`src/rtl/telemetry_pkg.sv`:
```
// Shared types and helpers for the status telemetry framer.
// Frame layout: HEADER, seq, LEN, payload (ch0 first, MSB byte first), XOR checksum.
package telemetry_pkg;

    typedef enum logic [2:0] {
        ST_IDLE,
        ST_HDR,
        ST_SEQ,
        ST_LEN,
        ST_PAYLOAD,
        ST_CSUM
    } state_t;

    localparam logic [7:0] HEADER_DEFAULT = 8'hA5;
    localparam int         MAX_PAYLOAD_W  = 256;

    function automatic int payload_len(input int num_ch, input int ch_w);
        return (num_ch * ch_w) / 8;
    endfunction

    // Byte idx of the wire payload; within a channel the MSB byte goes first.
    function automatic logic [7:0] payload_byte(input logic [MAX_PAYLOAD_W-1:0] snap,
                                                 input int ch_w, input int idx);
        int bpc;
        int off;
        bpc = ch_w / 8;
        off = (idx / bpc) * ch_w + (bpc - 1 - (idx % bpc)) * 8;
        if (off < 0 || off > MAX_PAYLOAD_W - 8)
            return 8'h00;
        return snap[off[7:0] +: 8];
    endfunction

endpackage

```
`src/rtl/telemetry_framer_period_timer.sv`:
```
// Free-running period counter; one-cycle tick when it reaches PERIOD_CYCLES-1.
// Held at zero while disabled so the first tick comes a full period after enable.
module period_timer #(
    parameter int PERIOD_CYCLES = 2_500_000
) (
    input  logic clk,
    input  logic reset,
    input  logic enable,
    output logic tick
);
    localparam int            CW   = (PERIOD_CYCLES > 1) ? $clog2(PERIOD_CYCLES) : 1;
    localparam logic [CW-1:0] LAST = CW'(PERIOD_CYCLES - 1);

    logic [CW-1:0] count;

    assign tick = enable && (count == LAST);

    always_ff @(posedge clk) begin
        if (reset || !enable)
            count <= '0;
        else if (count == LAST)
            count <= '0;
        else
            count <= count + CW'(1);
    end

endmodule

```
`src/rtl/telemetry_framer.sv`:
```
// Snapshots NUM_CH status channels and streams them as a framed, XOR-checksummed
// packet over the uart_tx valid/ready byte interface.
module telemetry_framer
    import telemetry_pkg::*;
#(
    parameter int         NUM_CH        = 4,
    parameter int         CH_W          = 8,
    parameter logic [7:0] HEADER        = HEADER_DEFAULT,
    parameter int         PERIOD_CYCLES = 2_500_000,
    parameter bit         ON_CHANGE_EN  = 1'b1
) (
    input  logic                   clk,
    input  logic                   reset,
    input  logic [NUM_CH*CH_W-1:0] ch_data,
    input  logic                   enable,
    input  logic                   send_now,
    output logic [7:0]             tx_data,
    output logic                   tx_valid,
    input  logic                   tx_ready,
    output logic                   busy,
    output logic [7:0]             seq,
    output logic [15:0]            frame_count,
    output logic [7:0]             dropped_count
);
    localparam int         PW       = NUM_CH * CH_W;
    localparam int         LEN      = payload_len(NUM_CH, CH_W);
    localparam logic [7:0] LEN_B    = 8'(LEN);
    localparam logic [7:0] LAST_IDX = 8'(LEN - 1);

    state_t                   state;
    logic [PW-1:0]            snap;
    logic [PW-1:0]            last_sent;
    logic [MAX_PAYLOAD_W-1:0] snap_ext;
    logic [7:0]               csum;
    logic [7:0]               byte_idx;
    logic [7:0]               nxt_idx;
    logic [7:0]               next_pl;
    logic                     pending;
    logic                     tick;
    logic                     xfer;
    logic                     trig_busy;
    logic                     trig_idle;

    period_timer #(
        .PERIOD_CYCLES(PERIOD_CYCLES)
    ) u_period_timer (
        .clk    (clk),
        .reset  (reset),
        .enable (enable),
        .tick   (tick)
    );

    assign xfer      = tx_valid & tx_ready;
    assign trig_busy = send_now | tick;
    assign trig_idle = trig_busy | (ON_CHANGE_EN && enable && (ch_data != last_sent));
    assign snap_ext  = MAX_PAYLOAD_W'(snap);
    assign nxt_idx   = (state == ST_LEN) ? 8'd0 : byte_idx + 8'd1;
    assign next_pl   = payload_byte(snap_ext, CH_W, int'(nxt_idx));

    // csum holds the XOR of every non-header byte loaded so far, so it is the
    // checksum itself by the time the last payload byte has been accepted.
    always_ff @(posedge clk) begin
        if (reset) begin
            state         <= ST_IDLE;
            tx_valid      <= 1'b0;
            tx_data       <= 8'h00;
            busy          <= 1'b0;
            seq           <= 8'h00;
            frame_count   <= 16'h0000;
            dropped_count <= 8'h00;
            pending       <= 1'b0;
            last_sent     <= '0;
            csum          <= 8'h00;
            byte_idx      <= 8'h00;
        end else begin
            if (busy && trig_busy && !(xfer && state == ST_CSUM)) begin
                if (!pending)
                    pending <= 1'b1;
                else if (dropped_count != 8'hFF)
                    dropped_count <= dropped_count + 8'd1;
            end
            case (state)
                ST_IDLE: if (trig_idle) begin
                    snap     <= ch_data;
                    state    <= ST_HDR;
                    tx_data  <= HEADER;
                    tx_valid <= 1'b1;
                    busy     <= 1'b1;
                    csum     <= 8'h00;
                end
                ST_HDR: if (xfer) begin
                    state   <= ST_SEQ;
                    tx_data <= seq;
                    csum    <= csum ^ seq;
                end
                ST_SEQ: if (xfer) begin
                    state   <= ST_LEN;
                    tx_data <= LEN_B;
                    csum    <= csum ^ LEN_B;
                end
                ST_LEN: if (xfer) begin
                    state    <= ST_PAYLOAD;
                    byte_idx <= 8'd0;
                    tx_data  <= next_pl;
                    csum     <= csum ^ next_pl;
                end
                ST_PAYLOAD: if (xfer) begin
                    if (byte_idx == LAST_IDX) begin
                        state   <= ST_CSUM;
                        tx_data <= csum;
                    end else begin
                        byte_idx <= nxt_idx;
                        tx_data  <= next_pl;
                        csum     <= csum ^ next_pl;
                    end
                end
                ST_CSUM: if (xfer) begin
                    seq         <= seq + 8'd1;
                    frame_count <= frame_count + 16'd1;
                    last_sent   <= snap;
                    // A trigger landing on the checksum cycle is served by this
                    // back-to-back frame rather than being counted as a drop.
                    if (pending || trig_busy) begin
                        pending <= pending & trig_busy;
                        snap    <= ch_data;
                        state   <= ST_HDR;
                        tx_data <= HEADER;
                        csum    <= 8'h00;
                    end else begin
                        state    <= ST_IDLE;
                        tx_valid <= 1'b0;
                        busy     <= 1'b0;
                    end
                end
                default: state <= ST_IDLE;
            endcase
        end
    end

endmodule

```
`config.mk`:
```
export PLATFORM = sky130hd
export DESIGN_NAME = telemetry_framer
export DESIGN_NICKNAME = d
export VERILOG_FILES = /design/src/rtl/telemetry_pkg.sv /design/src/rtl/telemetry_framer_period_timer.sv /design/src/rtl/telemetry_framer.sv
export SDC_FILE = /design/constraint.sdc
export NUM_CORES = 1
export LEC_CHECK = 0
export ABC_AREA = 0
export CORE_UTILIZATION = 58
export CTS_BUF_LIST = sky130_fd_sc_hd__clkbuf_4
export DETAILED_ROUTE_END_ITERATION = 16
export PLACE_DENSITY_LB_ADDON = 0.08
export SYNTH_ARGS = -nofsm -noshare
export SYNTH_HDL_FRONTEND = slang
export SYNTH_HIERARCHICAL = 1
export SYNTH_SLANG_ARGS = --single-unit
```
`constraint.sdc`:
```
create_clock -name clk -period 3.8 [get_ports clk]
set_input_delay 1.14 -clock clk [delete_from_list [all_inputs] [get_ports clk]]
set_output_delay 1.14 -clock clk [all_outputs]
set_load 0.02 [all_outputs]
```
; ---- Word level (Yosys, flattened, before mapping)
; Cells that the tools add are included.
[classes]
n_addsub = 5
multipliers = 0
n_div = 0
n_lt_le_gt_ge = 2
n_eq_ne = 19
shift = 1
n_mux = 47
bitwise = 9
n_reduce_logical = 25
[op_table]
columns = cell, n
row1 = 256-bit by 9-bit variable part select with 8-bit output, 1
row2 = 8-bit two-way mux, 21
row3 = 32-bit two-way mux, 3
row4 = 8-bit case mux with 6 select lines, 2
row5 = 32-bit case mux with 2 select lines, 1
row6 = 32-bit inequality test, 1
row7 = 8-bit by 1-bit adder with 8-bit output (second input constant), 3
row8 = 3-bit two-way mux, 8
row9 = 22-bit by 1-bit adder with 22-bit output (second input constant), 1
row10 = 22-bit == test (second input constant), 1
row11 = 2-bit inequality test (second input constant), 9
row12 = 3-bit case mux with 6 select lines, 1
row13 = 9-bit AND reduction, 2
row14 = 16-bit by 1-bit adder with 16-bit output (second input constant), 1
row15 = 8-bit case mux with 2 select lines, 1
row16 = 8-bit bitwise XOR, 2
row17 = 11-bit by 8-bit greater-than comparator with 1-bit output (second input constant), 1
row18 = 11-bit by 1-bit < comparator with 1-bit output (second input constant), 1
row19 = 1-bit two-way mux, 9
row20 = 8-bit by 2-bit == test with 1-bit output (second input constant), 1
row21 = 8-bit inequality test (second input constant), 1
row22 = 4-bit AND reduction, 2
row23 = 8-bit AND reduction, 1
row24 = 7-bit AND reduction, 1
row25 = 19 further kinds, 33
[word_totals]
ff_bits = 147
latchBits = 0
ram_bits = 0
romBits = 0
inputBits = 37
word_cells = 121
n_memories = 0

; ---- Longest topological paths before layout
; Gate-level depths: netlist (run 1).
[depth]
ltp_word = 10
mapped_depth = 12

; ---- Cells and area by module
; The synthesis (run 1) kept the hierarchy.
[by_module_without_submodules]
columns = mod, n_inst, cells_each, area_per_inst_um2
row1 = telemetry_framer, 1, 664, 5960.7
row2 = period_timer, 1, 120, 1023.5

; ---- Worst setup path before layout (run 1)
; Ideal clock, no wire load.
[synth_path]
path_type = input to register
startpoint = in enable
endpoint = reg snap[0] (enable)
arrival_ns = 2.862
slack_ns = 0.546
stages = 7
path_buffers = 1
path_cell_list = inv_1 nor3_1 nor2_1 nand2_1 or2_2 clkbuf_1 and3_1
[synth_via]
elab_chain_len = 5
elab_cells_between_ends = 8
[synth_rtl]
columns = element, line
row1 = "start, declared", telemetry_framer.sv:15  ; input logic enable,
row2 = 1-bit logical AND *, telemetry_framer_period_timer.sv:16  ; assign tick = enable && (count == LAST);
row3 = named net tick, telemetry_framer.sv:39  ; logic tick;
row4 = 1-bit bitwise OR *, telemetry_framer.sv:54  ; assign trig_busy = send_now | tick;
row5 = 1-bit bitwise OR / 1-bit logical OR (equally long branches), "telemetry_framer.sv:55, telemetry_framer.sv:123"
row6 = 2-bit inequality test (no line) / 2-bit by 1-bit inequality test with 1-bit output (equally long branches), -
row7 = 5-bit AND reduction (no line) *, -
row8 = "end signal, assigned", telemetry_framer.sv:84  ; snap <= ch_data;
row9 = "end signal, assigned", telemetry_framer.sv:125  ; snap <= ch_data;
row10 = "end, declared", telemetry_framer.sv:31  ; logic [PW-1:0] snap;
; Mark *: on every way through the listed nets, which the timed path passes. The rest lies on a longest branch.
; A chain may end at the register's enable or synchronous reset.

; ---- Worst setup path in the final report (run 1)
[layout_path]
startpoint = in tx_ready
endpoint = reg csum[6]
[layout_via]
elab_chain_len = 3
elab_cells_between_ends = 6
[layout_rtl]
columns = element, line
row1 = "start, declared", telemetry_framer.sv:19  ; input logic tx_ready,
row2 = 1-bit bitwise AND *, telemetry_framer.sv:53  ; assign xfer = tx_valid & tx_ready;
row3 = 2-bit inequality test (no line), -
row4 = 9-bit AND reduction (no line) *, -
row5 = "end signal, assigned", telemetry_framer.sv:94  ; csum <= csum ^ seq;
row6 = "end signal, assigned", telemetry_framer.sv:99  ; csum <= csum ^ LEN_B;
row7 = "end signal, assigned", telemetry_framer.sv:105  ; csum <= csum ^ next_pl;
row8 = "end, declared", telemetry_framer.sv:34  ; logic [7:0] csum;
; Every way passes the cells marked *; elsewhere a longest branch is shown, timed or not.

==> flow_metrics.tcl, run 1 <==
set metrics [dict create \
    rr_worst_depth 7 \
    layout_common_cells "115 x dfxtp_1, 110 x nand2_1, 80 x a21oi_1" \
    hold_ws_ps 476.7 \
    hold_depth 2 \
    ff2ff_setup_slack_ps 890 \
    post-route-min-period_ps 3077 \
    syn_nets 826 \
    dp_hpwl_um 11810 \
    seqCellArea_mm2 0.003263 \
    portBuffers 78 \
    cts_setup_buffers 0 \
    cts_buffer_depth 2 \
    max_cap_violations 0 \
    finalMaxSlewViolations 0 \
    die_y_um 111.7 \
    fin_crit_sh_pct 80.98 \
    cts_root_buffer "clkbuf_4" \
    end_kind "flip-flop" \
    synth_flop_cell "dfxtp_1" \
    final_common_cell "dfxtp_1" \
    met1_length_um 7639 \
    cts_tree "built" \
    syn_inst 784 \
    die_x_um 111.7 \
    cp_max_fo 8 \
    powerDensity_mw_per_mm2 403.8 \
    worst_slew_pin_slew_ps 943.3 \
    nets 891 \
    core-area_mm2 0.01156 \
    drt_iter0_drc 353 \
    ys_ff_latch 147 \
    synth_warnings 6 \
    cts-hold-fix-buffers 0 \
    syn_area_mm2 0.006984 \
    fin_setup_tns_ps 0 \
    cts_made_buffers 17 \
    grt_start_max_net_pins 46 \
    skew_ps 12.99 \
    dr.pass1.iters 13 \
    ys_seq_area_share_pct 46.72 \
    numClockSinks 147 \
    vias_per_cell 6.051 \
    r2r-end "csum[6]$_SDFFE_PP0P_" \
    rows 39 \
    rsz0062_at_grt "no" \
    multi_input_area_mm2 0.003468 \
    wl_met2_um 8028 \
    pin_count 79 \
    cp.required_ps 4310 \
    die_area_mm2 0.01248 \
    violations "design-rule violations" \
    reg2reg_from "state[2]$_SDFFE_PP0P_" \
    peakVddDrop_v 0.0002763 \
    ant_nets 0 \
    hold_viol_final 0 \
    avgSynthCellArea_um2 8.908 \
    power_mw 3.285 \
    fmax_mhz 325.0 \
    finalWirelength_um 16960 \
    gr-usage-all-layers_pct 28.18 \
    fill_cells 948 \
    status "complete, but fails checks" \
    grt_pass1_vias 5728 \
    drive_gt1_share_pct 8.005 \
    wl_per_cell_um 16.86 \
    leakage_nw 2.713 \
    ys_types 64 \
    antenna_found_initial 1 \
    worst_skew_pair.late_latency_ps 560 \
    grt_pass1_wl_um 27740 \
    min_from "last_sent[10]$_SDFFE_PP0P_" \
    wl_met3_um 983 \
    place.gp.congestion 0.8613 \
    syn_to_final_growth_pct 16.50 \
    async_flop_share_pct 0 \
    crit_type "primary input to flip-flop" \
    cp.arrival_ps 3590 \
    synth-edff-count 32 \
    slew_headroom_pct 36.68 \
    cts-resized-gates 0 \
    min_path_type "flip-flop to flip-flop" \
    path_clk_slew_ps 130 \
    h-tree-depth 4 \
    top_layer "met4" \
    start_util_pct 60.39 \
    via_count 6087 \
    hold_end "last_sent[10]$_SDFFE_PP0P_" \
    setup_viol 0 \
    drc 3 \
    grt-ovfl-total 0 \
    critPathLaunchType "primary input" \
]
-- stage by stage --
| stage | setup slack [ps] | cell area (um2) | instances | util, % |
|---|---|---|---|---|
| finish | 722.7 | 8137 | 1006 | 70.36 |
| global route | 694.1 | 8137 | 1006 | 70.36 |
| CTS | 797.4 | 8134 | 1005 | 70.33 |
| detailed placement | 196.4 | 7841 | 973 | 67.80 |
| global placement | 279.4 | 7841 | 973 | 67.80 |
| floorplan | 545.8 | 6984 | 784 | - |
-- report_power, final --
group          internal (mW)  switching, mW  total (mW)
Combinational          0.214          0.275       0.490
Sequential              1.69         0.0786        1.77
Clock                  0.449          0.576        1.03
-- critical path, stage by stage --
cell	delay [ps]
clkdlybuf4s50_1	570
nand2_1	250
a311oi_1	520
o21ai_1	270
nor4_2	450
a22oi_1	150
nor2_1	130
a211o_1	100
-- worst max-delay path by stage --
| stage | slack, ps | to | start |
|---|---|---|---|
| after global placement | 280 | csum[5]$_SDFFE_PP0P_ | tx_ready |
| after floorplan | 550 | snap[0]$_DFFE_PP_ | enable |
| after detailed placement | 200 | snap[16]$_DFFE_PP_ | ch_data[7] |
| after CTS | 800 | snap[26]$_DFFE_PP_ | ch_data[7] |
| after global routing | 690 | csum[6]$_SDFFE_PP0P_ | tx_ready |
| final | 720 | csum[6]$_SDFFE_PP0P_ | tx_ready |
-- state kept, by name (all words and copies together), names as in the netlist --
name / flops
last_sent: 32
snap: 32
u_period_timer/count: 22
frame_count: 16
byte_idx: 8
csum: 8
dropped_count: 8
seq: 8
tx_data: 8
state: 3
busy: 1
pending: 1
-- per-layer routing --
| metal | GRT usage, % | vias to the layer above |
|---|---|---|
| met1 | 36.43 | 2899 |
| met3 | 7.077 | 26 |
| met4 | 11.62 | 0 |
| met5 | 0 | - |
| met2 | 45.05 | 214 |
| li1 | - | 2948 |
-- layout make-up --
class	count	area share, %
inverters	12	0.5536
repair buffers	91	10.89
flip-flops and latches	147	40.10
clock buffers	17	1.569
diodes	1	0.03076
well taps	143	2.199
multi-input cells	580	42.63
clock inverters	15	2.030
-- Yosys cell counts (9+ instances only) --
library cell	instances	share of area (%)
inv_1	12	0.64
o22ai_1	13	1.2
nor3_1	19	1.4
nand4_1	25	2.2
a21oi_1	80	5.7
xor2_1	23	2.9
a22oi_1	12	1.3
or3_1	13	1.2
buf_2	10	0.72
nand2_1	110	5.9
and4_1	9	1.1
xnor2_1	46	5.8
clkbuf_1	29	1.6
nor2_1	75	4.0
nand3_1	19	1.4
o21ai_0	22	1.6
dfxtp_1	115	33
edfxtp_1	32	14
and3_1	9	0.81
-- cells by family (layout without fill, tap and decap cells) --
logic type,count (synthesis),count (layout),share of synthesized area [%]
flip-flops,147,147,46.72
adder cells (fa/ha/maj),5,5,0.8957
other,0,1,0
buffers and inverters,57,135,3.726
AND/OR/NAND/NOR,319,319,22.79
XOR/XNOR,69,69,8.653
AO/OA/AOI/OAI,176,176,15.53
multiplexers,11,11,1.684
Power figures use the tool's default switching activity.
==> run 2: changes to the inputs <==
- CORE_UTILIZATION: 58 -> 53
- clock period: 3.8 -> 2.7 ns (I/O delays scaled with it)
==> run 2 against run 1 <==
  * The run now ends clean
  * Core utilization down 3.1 points
  * Critical path depth shrank 7
  * Largest cell class unchanged
  * Sequential share of layout area shrank 1.9 points
  * Sequential power up 40%
  * Power increased by 51%
  * Via count rose by 1.4%
  * Non-clock buffer count is 35 higher
  * Design area up 5.2%
  * Final cell count is 6.3% higher
  * Largest power group unchanged
  * Global-route usage fell by 0.45 points
  * Worst hold slack worse by 30 ps
  * Clock-buffer cell count is 6 higher
==> flow_metrics.tcl, run 2 (synthesis results as in run 1) <==
set metrics [dict create \
    critPathLaunchType "flip-flop" \
    dp_hpwl_um 13080 \
    setup_viol 0 \
    crit_cells 1 \
    final_core_util_pct 67.29 \
    grt_start_max_net_pins 64 \
    fin_crit_sh_pct 95.30 \
    reg.largest.list "last_sent x32, snap x32, u_period_timer/count x22" \
    start_util_pct 54.90 \
    antenna_found_initial 0 \
    max_cap_violations 0 \
    fill_cells 1074 \
    rows 41 \
    grt-ovfl-total 0 \
    crit_end "tx_valid" \
    crit_type "flip-flop to primary output" \
    cts_buffer_depth 2 \
    drt_iter0_drc 434 \
    h-tree-depth 4 \
    cp_top_family "buffers and inverters" \
    finalMaxSlewViolations 0 \
    powerDensity_mw_per_mm2 579.7 \
    die_area_mm2 0.01364 \
    ant_nets 0 \
    via_count 6170 \
    wl_per_cell_um 16.93 \
    drc 0 \
    power_mw 4.963 \
    die_y_um 116.8 \
    gr-usage-all-layers_pct 27.74 \
    hold_viol_final 0 \
    slew_headroom_pct 43.57 \
    grt_pass1_wl_um 28740 \
    crit_path_max_incr_delay_ps 670 \
    cts_root_buffer "clkbuf_4" \
    drive_gt1_share_pct 12.93 \
    dr.pass1.iters 7 \
    post-route-min-period_ps 2573 \
    worst_skew_pair.late_latency_ps 600 \
    cts_made_buffers 17 \
    skew_ps 30.50 \
    cp.required_ps 1890 \
    grt_pass1_vias 5836 \
    leakage_nw 2.929 \
    place.gp.congestion 0.9107 \
    status "completed" \
    portBuffers 78 \
    path_cells "clkdlybuf4s50_1" \
    startpoint "busy$_SDFFE_PP0P_" \
    end_kind "primary output" \
    die_x_um 116.8 \
    finalWirelength_um 18100 \
    worst_slew_pin_slew_ps 840.8 \
    peakVddDrop_v 0.0003416 \
    num_antenna_cells 0 \
    crit_slowest_cell "clkdlybuf4s50_1" \
    cp.arrival_ps 1760 \
    final_area_mm2 0.008561 \
    rr_worst_depth 9 \
    reg2reg_from "byte_idx[1]$_SDFFE_PP0P_" \
    finalNonFillerCells 1069 \
    cp_max_fo 8 \
    fin_setup_tns_ps 0 \
    cts_tree "built" \
    path_clk_slew_ps 120 \
    place_inst 1037 \
    syn_to_final_growth_pct 22.57 \
    pin_count 79 \
    core-area_mm2 0.01272 \
    vias_per_cell 5.772 \
    layout_common_cells "112 x dfxtp_1, 110 x nand2_1, 80 x a21oi_1" \
    final_common_cell "dfxtp_1" \
    nets 926 \
    min_path_type "flip-flop to flip-flop" \
    ff2ff_setup_slack_ps 170 \
    critPathBufInv 1 \
    fmax_mhz 388.6 \
    placed_cell_area_mm2 0.008170 \
    r2r-end "csum[6]$_SDFFE_PP0P_" \
    numClockSinks 147 \
]
run 2: cell types whose count changed in the layout (fill, tap and decap cells not counted), sizes merged:
| cell | delta |
|---|---|
| buf | +35 |
| clkinv | -9 |
| clkbuf | +6 |
| bufinv | +2 |
| diode | -1 |
| inv | +1 |
run 2: how the worst min path moves through the flow:
| stage | startpoint | to | slack, ps | depth (start not counted) |
|---|---|---|---|---|
| floorplan | u_period_timer/count[0]$_SDFF_PP0_ | u_period_timer/count[0]$_SDFF_PP0_ | 430 | 1 |
| global placement | u_period_timer/count[0]$_SDFF_PP0_ | u_period_timer/count[0]$_SDFF_PP0_ | 450 | 1 |
| detailed placement | last_sent[17]$_SDFFE_PP0P_ | last_sent[17]$_SDFFE_PP0P_ | 460 | 2 |
| CTS | last_sent[17]$_SDFFE_PP0P_ | last_sent[17]$_SDFFE_PP0P_ | 480 | 2 |
| global route | u_period_timer/count[0]$_SDFF_PP0_ | u_period_timer/count[0]$_SDFF_PP0_ | 470 | 1 |
| finish | u_period_timer/count[0]$_SDFF_PP0_ | u_period_timer/count[0]$_SDFF_PP0_ | 450 | 1 |
run 2: area by class of cell:
cell class / count / area [um2] / share of cell area, %
inverter: 12 / 45.04 / 0.5262
timing repair buffer: 126 / 1174 / 13.71
clock inverter: 9 / 180.2 / 2.105
clock buffer: 23 / 172.7 / 2.017
tap: 172 / 215.2 / 2.514
sequential: 147 / 3267 / 38.16
multi-input combinational: 580 / 3507 / 40.97
run 2: per-stage QoR:
stage	hold slack [ps]	setup slack, ps
6_report	447.2	126.9
5_1_grt	473.2	-3.800
4_1_cts	478.2	14.98
3_5_place_dp	461.4	-453.0
3_3_place_gp	445.3	-363.7
2_1_floorplan	429.7	116.7
run 2: where the power goes:
group	internal [mW]	leakage, nW	switching [mW]
combinational	0.360	1.51	0.435
clock	0.893	0.186	0.803
sequential	2.38	1.23	0.0901
total	3.63	2.93	1.33
run 2: routing by layer:
layer	global-route usage [%]	vias to the layer above	share of wire, %
met4	12.83	0	2.5
met5	0	-	0
met3	6.179	37	5.3
li1	-	3020	-
met2	45.76	190	48
met1	34.75	2923	44
run 2: timing repair:
action,in CTS,in global routing
hold buffers,0,0
resized for setup,2,11
endpoints found under the setup margin,2,39
setup buffers,0,0
pin swaps,0,2
